$ cat src/rtl/enc_arbiter.sv
// Round-robin front end that time-shares one encoder lookup between NREQ clients.
// Define ENC_ARB_FIXED_PRIO_EN to replace round-robin with fixed lowest-index priority.
module enc_arbiter #(
  parameter int WIDTH  = 32,
  parameter int NREQ   = 4,
  parameter int SETTLE = 1,
  localparam int IDW   = (NREQ > 1) ? $clog2(NREQ) : 1
) (
  input  logic                  clk,
  input  logic                  rst,
  input  logic [NREQ-1:0]       req_valid,
  input  logic [NREQ*WIDTH-1:0] req_data,
  output logic [NREQ-1:0]       req_ready,
  output logic                  rsp_valid,
  input  logic                  rsp_ready,
  output logic [IDW-1:0]        rsp_id,
  output logic [WIDTH-1:0]      rsp_data,
  output logic                  enc_rst,
  output logic [WIDTH-1:0]      enc_data_in,
  input  logic [WIDTH-1:0]      enc_data_out
);

  localparam int CW = 4;

  typedef enum logic [1:0] {IDLE, ISSUE, RESP} state_t;

  state_t            state_reg, state_next;
  logic [CW-1:0]     cnt_reg, cnt_next;
  logic [IDW-1:0]    id_reg, id_next;
  logic [WIDTH-1:0]  enc_data_in_reg, enc_data_in_next;
  logic [WIDTH-1:0]  rsp_data_reg, rsp_data_next;
  logic              enc_rst_reg;

  logic [IDW-1:0]    base;
  logic [IDW-1:0]    cand_idx [NREQ];
  logic [NREQ-1:0]   cand_valid;
  logic [WIDTH-1:0]  req_word [NREQ];
  logic [IDW-1:0]    win_idx;
  logic              win_found;
  logic              grant;

`ifdef ENC_ARB_FIXED_PRIO_EN
  assign base = '0;
`else
  logic [IDW-1:0] rr_ptr_reg;

  // Pointer moves only when a response completes, so a stalled client keeps its turn order.
  always_ff @(posedge clk) begin
    if (!rst)
      rr_ptr_reg <= '0;
    else if (state_reg == RESP && rsp_ready)
      rr_ptr_reg <= (id_reg == IDW'(NREQ - 1)) ? '0 : id_reg + 1'b1;
  end

  assign base = rr_ptr_reg;
`endif

  // Slot gi holds the requester that sits gi places after the current pointer.
  genvar gi;
  generate
    for (gi = 0; gi < NREQ; gi++) begin : g_slot
      logic [IDW:0] sum;
      assign sum = {1'b0, base} + (IDW+1)'(gi);
      assign cand_idx[gi]   = (sum >= (IDW+1)'(NREQ)) ? IDW'(sum - (IDW+1)'(NREQ)) : IDW'(sum);
      assign cand_valid[gi] = req_valid[cand_idx[gi]];
      assign req_word[gi]   = req_data[gi*WIDTH +: WIDTH];
    end
  endgenerate

  always_comb begin
    win_idx = '0;
    for (int k = NREQ - 1; k >= 0; k--) begin
      if (cand_valid[k])
        win_idx = cand_idx[k];
    end
  end

  assign win_found = |req_valid;
  assign grant     = rst && (state_reg == IDLE) && win_found;

  always_comb begin
    req_ready = '0;
    if (grant)
      req_ready[win_idx] = 1'b1;
  end

  always_comb begin
    state_next       = state_reg;
    cnt_next         = cnt_reg;
    id_next          = id_reg;
    enc_data_in_next = enc_data_in_reg;
    rsp_data_next    = rsp_data_reg;
    case (state_reg)
      IDLE: begin
        if (win_found) begin
          state_next       = ISSUE;
          enc_data_in_next = req_word[win_idx];
          id_next          = win_idx;
          cnt_next         = CW'(SETTLE - 1);
        end
      end
      ISSUE: begin
        if (cnt_reg == '0) begin
          rsp_data_next = enc_data_out;
          state_next    = RESP;
        end else begin
          cnt_next = cnt_reg - 1'b1;
        end
      end
      RESP: begin
        if (rsp_ready)
          state_next = IDLE;
      end
      default: state_next = IDLE;
    endcase
  end

  always_ff @(posedge clk) begin
    if (!rst) begin
      state_reg       <= IDLE;
      cnt_reg         <= '0;
      id_reg          <= '0;
      enc_data_in_reg <= '0;
      rsp_data_reg    <= '0;
    end else begin
      state_reg       <= state_next;
      cnt_reg         <= cnt_next;
      id_reg          <= id_next;
      enc_data_in_reg <= enc_data_in_next;
      rsp_data_reg    <= rsp_data_next;
    end
  end

  // Encoder leaves reset on the same edge that the first grant can be taken.
  always_ff @(posedge clk) begin
    enc_rst_reg <= ~rst;
  end

  assign rsp_valid   = (state_reg == RESP);
  assign rsp_id      = id_reg;
  assign rsp_data    = rsp_data_reg;
  assign enc_rst     = enc_rst_reg;
  assign enc_data_in = enc_data_in_reg;

endmodule

$ cat config.mk
export PLATFORM = sky130hd
export DESIGN_NAME = enc_arbiter
export DESIGN_NICKNAME = d
export VERILOG_FILES = /design/src/rtl/enc_arbiter.sv
export SDC_FILE = /design/constraint.sdc
export NUM_CORES = 1
export LEC_CHECK = 0
export CORE_MARGIN = 1
export CORE_UTILIZATION = 37
export CTS_CLUSTER_DIAMETER = 40
export DETAILED_ROUTE_END_ITERATION = 6
export PLACE_DENSITY = 0.79
export SYNTH_ARGS = -nofsm -noshare
export SYNTH_HDL_FRONTEND = slang
export SYNTH_SLANG_ARGS = --single-unit
$ cat constraint.sdc
create_clock -name clk -period 2.4 [get_ports clk]
set_clock_uncertainty 0.1 [all_clocks]
set_input_delay 0.36 -clock clk [delete_from_list [all_inputs] [get_ports clk]]
set_output_delay 0.36 -clock clk [all_outputs]
set_load 0.05 [all_outputs]
==> impl_metrics.json, run 1 <==
{
  "critPathMaxFanout": 4,
  "grt-ovfl-total": 0,
  "vias": 4358,
  "cts_max_level": 3,
  "met3_usage_pct": 7.93,
  "synth_edf_count": 0,
  "crit_required_ns": 1.94,
  "grt_usage_pct": 25.6,
  "die_x_um": 104,
  "core_um2": 9910,
  "run_status": "finished clean",
  "die_area_um2": 10700,
  "maxCapViolCount": 0,
  "met2_usage_pct": 45.3,
  "synthesis.nets": 633,
  "slew-limit-headroom_pct": 63.7,
  "design_area_um2": 6690,
  "finalSetupViolations": 0,
  "synth.avg_cell_area_um2": 8.26,
  "post_drt_wl_per_cell_um": 16.3,
  "grt_pass1_wl_um": 21900,
  "area_growth_pct": 74.9,
  "antenna_found_initial": 0,
  "dr.pass1.iters": 4,
  "portBuffers": 238,
  "fmax_ghz": 0.429,
  "grt_pass1_vias": 4353,
  "die_h_um": 104,
  "routed_via_density": 5.17,
  "start_util_pct": 38.6,
  "end_kind": "output pin",
  "rows": 36,
  "arrival_ns": 1.87,
  "whs_ns": 0.357,
  "p_per_area_nw_per_um2": 1020,
  "rsz0062_at_grt": "true",
  "period_share_pct": 97.2,
  "ctsHoldBuffers": 0,
  "p_leak_uw": 0.00242,
  "fin_nets": 875,
  "clock_sinks": 75,
  "numCtsBuffers": 9,
  "drt.antenna.violating_nets": 0,
  "use_met1_pct": 29.1,
  "final_util_pct": 67.5,
  "crit_path_start_kind": "flop",
  "worstSetupPathType": "reg2out",
  "ys_seq_elements": 75,
  "synthFlopType": "dfxtp_1",
  "root_buffer": "clkbuf_8",
  "grt_max_degree": 41,
  "synth_warnings": 0,
  "placed_area_um2": 6480,
  "dp_hpwl_um": 10400,
  "final_common_cell": "clkdlybuf4s50_1",
  "synthCells": 463,
  "synth_area_um2": 3820,
  "final_cell_mix": "233 x clkdlybuf4s50_1, 97 x nand2_1, 75 x dfxtp_1",
  "peakVddDrop_v": 0.000797,
  "yosysUniqueCellTypes": 42,
  "worst_pin_slew_ns": 0.543,
  "routed_wl_um": 13700,
  "cts_tree": "yes",
  "gp_congestion": 0.848,
  "clk_latency_ns": 0.36,
  "grt-busiest-layer": "met2",
  "diodes": 0,
  "drc": 0,
  "path_clk_slew_ns": 0.08,
  "drive_gt1_share_pct": 10.0,
  "drv_slew": 0,
  "async_flop_share_pct": 0,
  "synth_seq_area_share_pct": 39.3,
  "hp-class": "reg2reg",
  "clk_path_buf_depth": 2,
  "first_iter_violations": 164,
  "fin_crit_ns": 2.33,
  "ioPinCount": 239,
  "finalHoldViolations": 0,
  "fillers": 817
}
-- synth_stat cells (4+ instances only) --
library cell | count | area share [%]
nand2_1 | 97 | 9.5
a211oi_1 | 6 | 1.2
o211ai_1 | 26 | 5.1
a21o_1 | 26 | 5.1
o21ai_1 | 9 | 1.2
o21ai_0 | 24 | 3.1
o21a_1 | 7 | 1.4
a21oi_1 | 39 | 5.1
nand3_1 | 27 | 3.5
nor2_4 | 4 | 1.2
clkbuf_1 | 18 | 1.8
a2111oi_0 | 4 | 0.92
dfxtp_1 | 75 | 39
nor2_1 | 15 | 1.5
buf_2 | 11 | 1.4
mux2i_1 | 33 | 8.6
-- worst paths after layout --
| path | start | cells after the start | slack [ns] | to |
|---|---|---|---|---|
| max | state_reg[1] | 2 | 0.07 | rsp_valid |
| min | rsp_data[1] | 2 | 0.36 | rsp_data[1] |
| max reg2reg | base[1] | 6 | 0.41 | enc_data_in[19] |
| min reg2reg | rsp_data[1] | 2 | 0.36 | rsp_data[1] |
-- kinds of logic (layout without fill, tap and decap cells) --
| group | count (synthesis) | after routing | synth area share (%) |
|---|---|---|---|
| muxes | 33 | 33 | 8.64 |
| buffers and inverters | 39 | 286 | 4.87 |
| AOI/OAI and AO/OA | 149 | 149 | 26.5 |
| adders and majority gates | 3 | 3 | 0.981 |
| xor gates and xnor gates | 2 | 2 | 0.458 |
| DFF | 75 | 75 | 39.3 |
| and+or+nand+nor | 162 | 162 | 19.3 |
-- layout make-up --
type                            count  area, µm²  area share, %
Clock buffer                        9        124           1.85
Timing Repair Buffer              265       2670           39.8
Inverter                            5       18.8          0.280
Multi-Input combinational cell    349       2160           32.3
Sequential cell                    75       1500           22.4
Tap cell                          133        166           2.49
Clock inverter                      7       52.6          0.785
-- layer usage --
metal | up-vias | routed length [µm]
li1 | 2119 | -
met2 | 197 | 6890
met4 | 0 | 241
met1 | 2025 | 5470
met3 | 17 | 1120
met5 | - | 0
-- critical path, cell delays in order (launching register included) --
cell	delay, ns
dfxtp_1	0.34
nor2b_1	0.28
clkdlybuf4s50_1	0.89
-- report_power, final --
part,internal (µW),total [µW],switching [µW]
Combinational,1510,4050,2540
Clock,380,897,517
Sequential,1660,1880,221
-- timing repair --
| action | CTS | global route |
|---|---|---|
| setup buffers | 0 | 2 |
| setup endpoints to repair | 0 | 4 |
| gates resized for setup | 0 | 5 |
| endpoints found under the hold margin | 0 | 0 |
-- metrics by stage --
| step | instances | worst slack, ns | TNS, ns | power, µW |
|---|---|---|---|---|
| final | 843 | 0.0671 | 0 | 6830 |
| after global routing | 843 | -0.0186 | -0.0186 | 7220 |
| after CTS | 841 | 0.00583 | 0 | 6870 |
| after global placement | 825 | -0.0314 | -0.0314 | 5870 |
| after floorplan | 463 | -0.0591 | -0.118 | 4470 |
| after detailed placement | 825 | -0.100 | -0.171 | 5960 |
No activity file was read; power rests on OpenSTA's default activity.
==> run 2: changes to the inputs <==
--- a/config.mk
+++ b/config.mk
@@ -13,3 +13,4 @@
 export SYNTH_ARGS = -nofsm -noshare
 export SYNTH_HDL_FRONTEND = slang
 export SYNTH_SLANG_ARGS = --single-unit
+export TNS_END_PERCENT = 30
==> run 2 against run 1 <==
Global-route usage decreased by 0.43 points; critical endpoint is now req_ready[0]; total power decreased by 0.95%; sequential cell count unchanged; register-to-register slack got worse by 0.06 ns; clock-buffer cell count increased by 1; sequential power about the same; final cell count decreased by 0.24%; combinational power decreased by 1%; critical path depth increased by 4; clock power decreased by 2%.
==> impl_metrics.json, run 2 (synthesized netlist as in run 1, its figures left out) <==
{
  "design_area_um2": 6650,
  "numCtsBuffers": 9,
  "drv_slew": 0,
  "p_per_area_nw_per_um2": 1020,
  "rsz0062_at_grt": "true",
  "path_delay_family": "buffers and inverters",
  "ioPinCount": 239,
  "fmax_ghz": 0.423,
  "start_util_pct": 38.6,
  "drive_gt1_share_pct": 9.46,
  "cts_tree": "yes",
  "diodes": 0,
  "dp_hpwl_um": 10300,
  "worst_pin_slew_ns": 0.546,
  "end_kind": "output pin",
  "clk_path_buf_depth": 2,
  "crit_chain": "clkdlybuf4s50_1, nand2_1, a221oi_4, nor2_4, nor2_1, buf_12",
  "first_iter_violations": 178,
  "core_um2": 9910,
  "fin_crit_ns": 2.36,
  "rows": 36,
  "crit_path_start_kind": "primary input",
  "grt_usage_pct": 25.1,
  "period_share_pct": 98.5,
  "maxCapViolCount": 0,
  "portBuffers": 238,
  "crit_required_ns": 1.94,
  "critical_path.startpoint": "req_valid[0]",
  "post_drt_wl_per_cell_um": 16.3,
  "clk_latency_ns": 0.34,
  "worstSetupPathType": "in2out",
  "routed_via_density": 5.21,
  "slew-limit-headroom_pct": 63.5,
  "cts_max_level": 3,
  "antenna_found_initial": 0,
  "min-delay-start": "rsp_data[7]",
  "grt_max_degree": 41,
  "die_area_um2": 10700,
  "root_buffer": "clkbuf_8",
  "die_x_um": 104,
  "drt.antenna.violating_nets": 0,
  "placed_area_um2": 6460,
  "arrival_ns": 1.90,
  "gp_congestion": 0.901,
  "grt_pass1_wl_um": 21800,
  "peakVddDrop_v": 0.000697,
  "path_clk_slew_ns": 0.07,
  "hp-class": "reg2reg",
  "drc": 0,
  "critPathMaxFanout": 7,
  "grt_pass1_vias": 4402,
  "routed_wl_um": 13700,
  "reg2reg_from": "base[1]",
  "run_status": "finished clean",
  "final.setup.worst_slack_ns": 0.0368,
  "die_h_um": 104,
  "fin_nets": 874,
  "power_uw": 6770,
  "post-place-ws_ns": -0.104,
  "dr.pass1.iters": 4,
  "slowest_stage": "clkdlybuf4s50_1",
  "final_common_cell": "clkdlybuf4s50_1",
  "area_growth_pct": 73.8,
  "final_cell_mix": "232 x clkdlybuf4s50_1, 97 x nand2_1, 75 x dfxtp_1",
  "worst_path_largest_cell_delay_ns": 0.58,
  "p_leak_uw": 0.00242,
  "finalHoldViolations": 0,
  "grt-ovfl-total": 0,
  "vias": 4378,
  "critical_path_buf_inv_count": 2,
  "finalSetupViolations": 0,
  "clock_sinks": 75
}
run 2: cell types whose count changed in the layout (fill, tap and decap cells not counted), sizes merged:
cell           previous run  this run
clkbuf                    9        10
buf                      31        30
clkdlybuf4s50           233       232
dlymetal6s2s              1         2
clkinv                    6         4
inv                       5         4
clkinvlp                  1         2
run 2: routing by layer:
layer / routed length, µm / global-route usage (%) / vias to the layer above / share of wire [%]
li1: - / - / 2110 / -
met1: 5450 / 28.4 / 2056 / 40
met2: 6870 / 45.5 / 198 / 50
met3: 1230 / 8.31 / 14 / 9.0
met4: 181 / 5.71 / 0 / 1.3
met5: 0 / 0 / - / 0
run 2: power by group:
part | internal [µW] | switching (µW) | total [µW]
Sequential | 1660 | 224 | 1880
Clock | 393 | 485 | 878
Combinational | 1480 | 2520 | 4000
run 2: final cells by class:
cell class,instances,area [µm²]
fill,799,3260
timing repair buffer,264,2640
sequential,75,1500
clock inverter,5,30.0
multi-input combinational,349,2160
clock buffer,10,138
inverter,5,18.8
tap,133,166
run 2: metrics by stage:
stage                     setup TNS [ns]  util (%)  instances  hold WS [ns]
after CTS                              0      67.0        841         0.357
final                                  0      67.1        841         0.356
after detailed placement           -2.23      65.2        826         0.347
after global routing             -0.0262      67.1        841         0.377
after floorplan                   -0.218         -        463         0.380
after global placement           -0.0829      65.2        826         0.342
run 2: repair_timing:
action / CTS / global route
endpoints found under the hold margin: 0 / 0
gates resized for setup: 2 / 4
hold buffers: 0 / 0
gates cloned: 0 / 0
endpoints found under the setup margin: 4 / 5
buffers inserted: 0 / 0
run 2: worst register-to-register path, cell delays in order (launching register included):
cell and delay [ns]:
dfxtp_1 0.45, mux2i_1 0.33, nor2_4 0.09, buf_4 0.18, or2_1 0.37, mux2i_1 0.17
a211oi_1 0.27
run 2: path summary, 6_finish.rpt:
check                    to  slack, ns  cells after the start
min             rsp_data[7]       0.36                      2
min reg2reg     rsp_data[7]       0.36                      2
max            req_ready[0]       0.04                      6
max reg2reg  enc_data_in[8]       0.35                      6
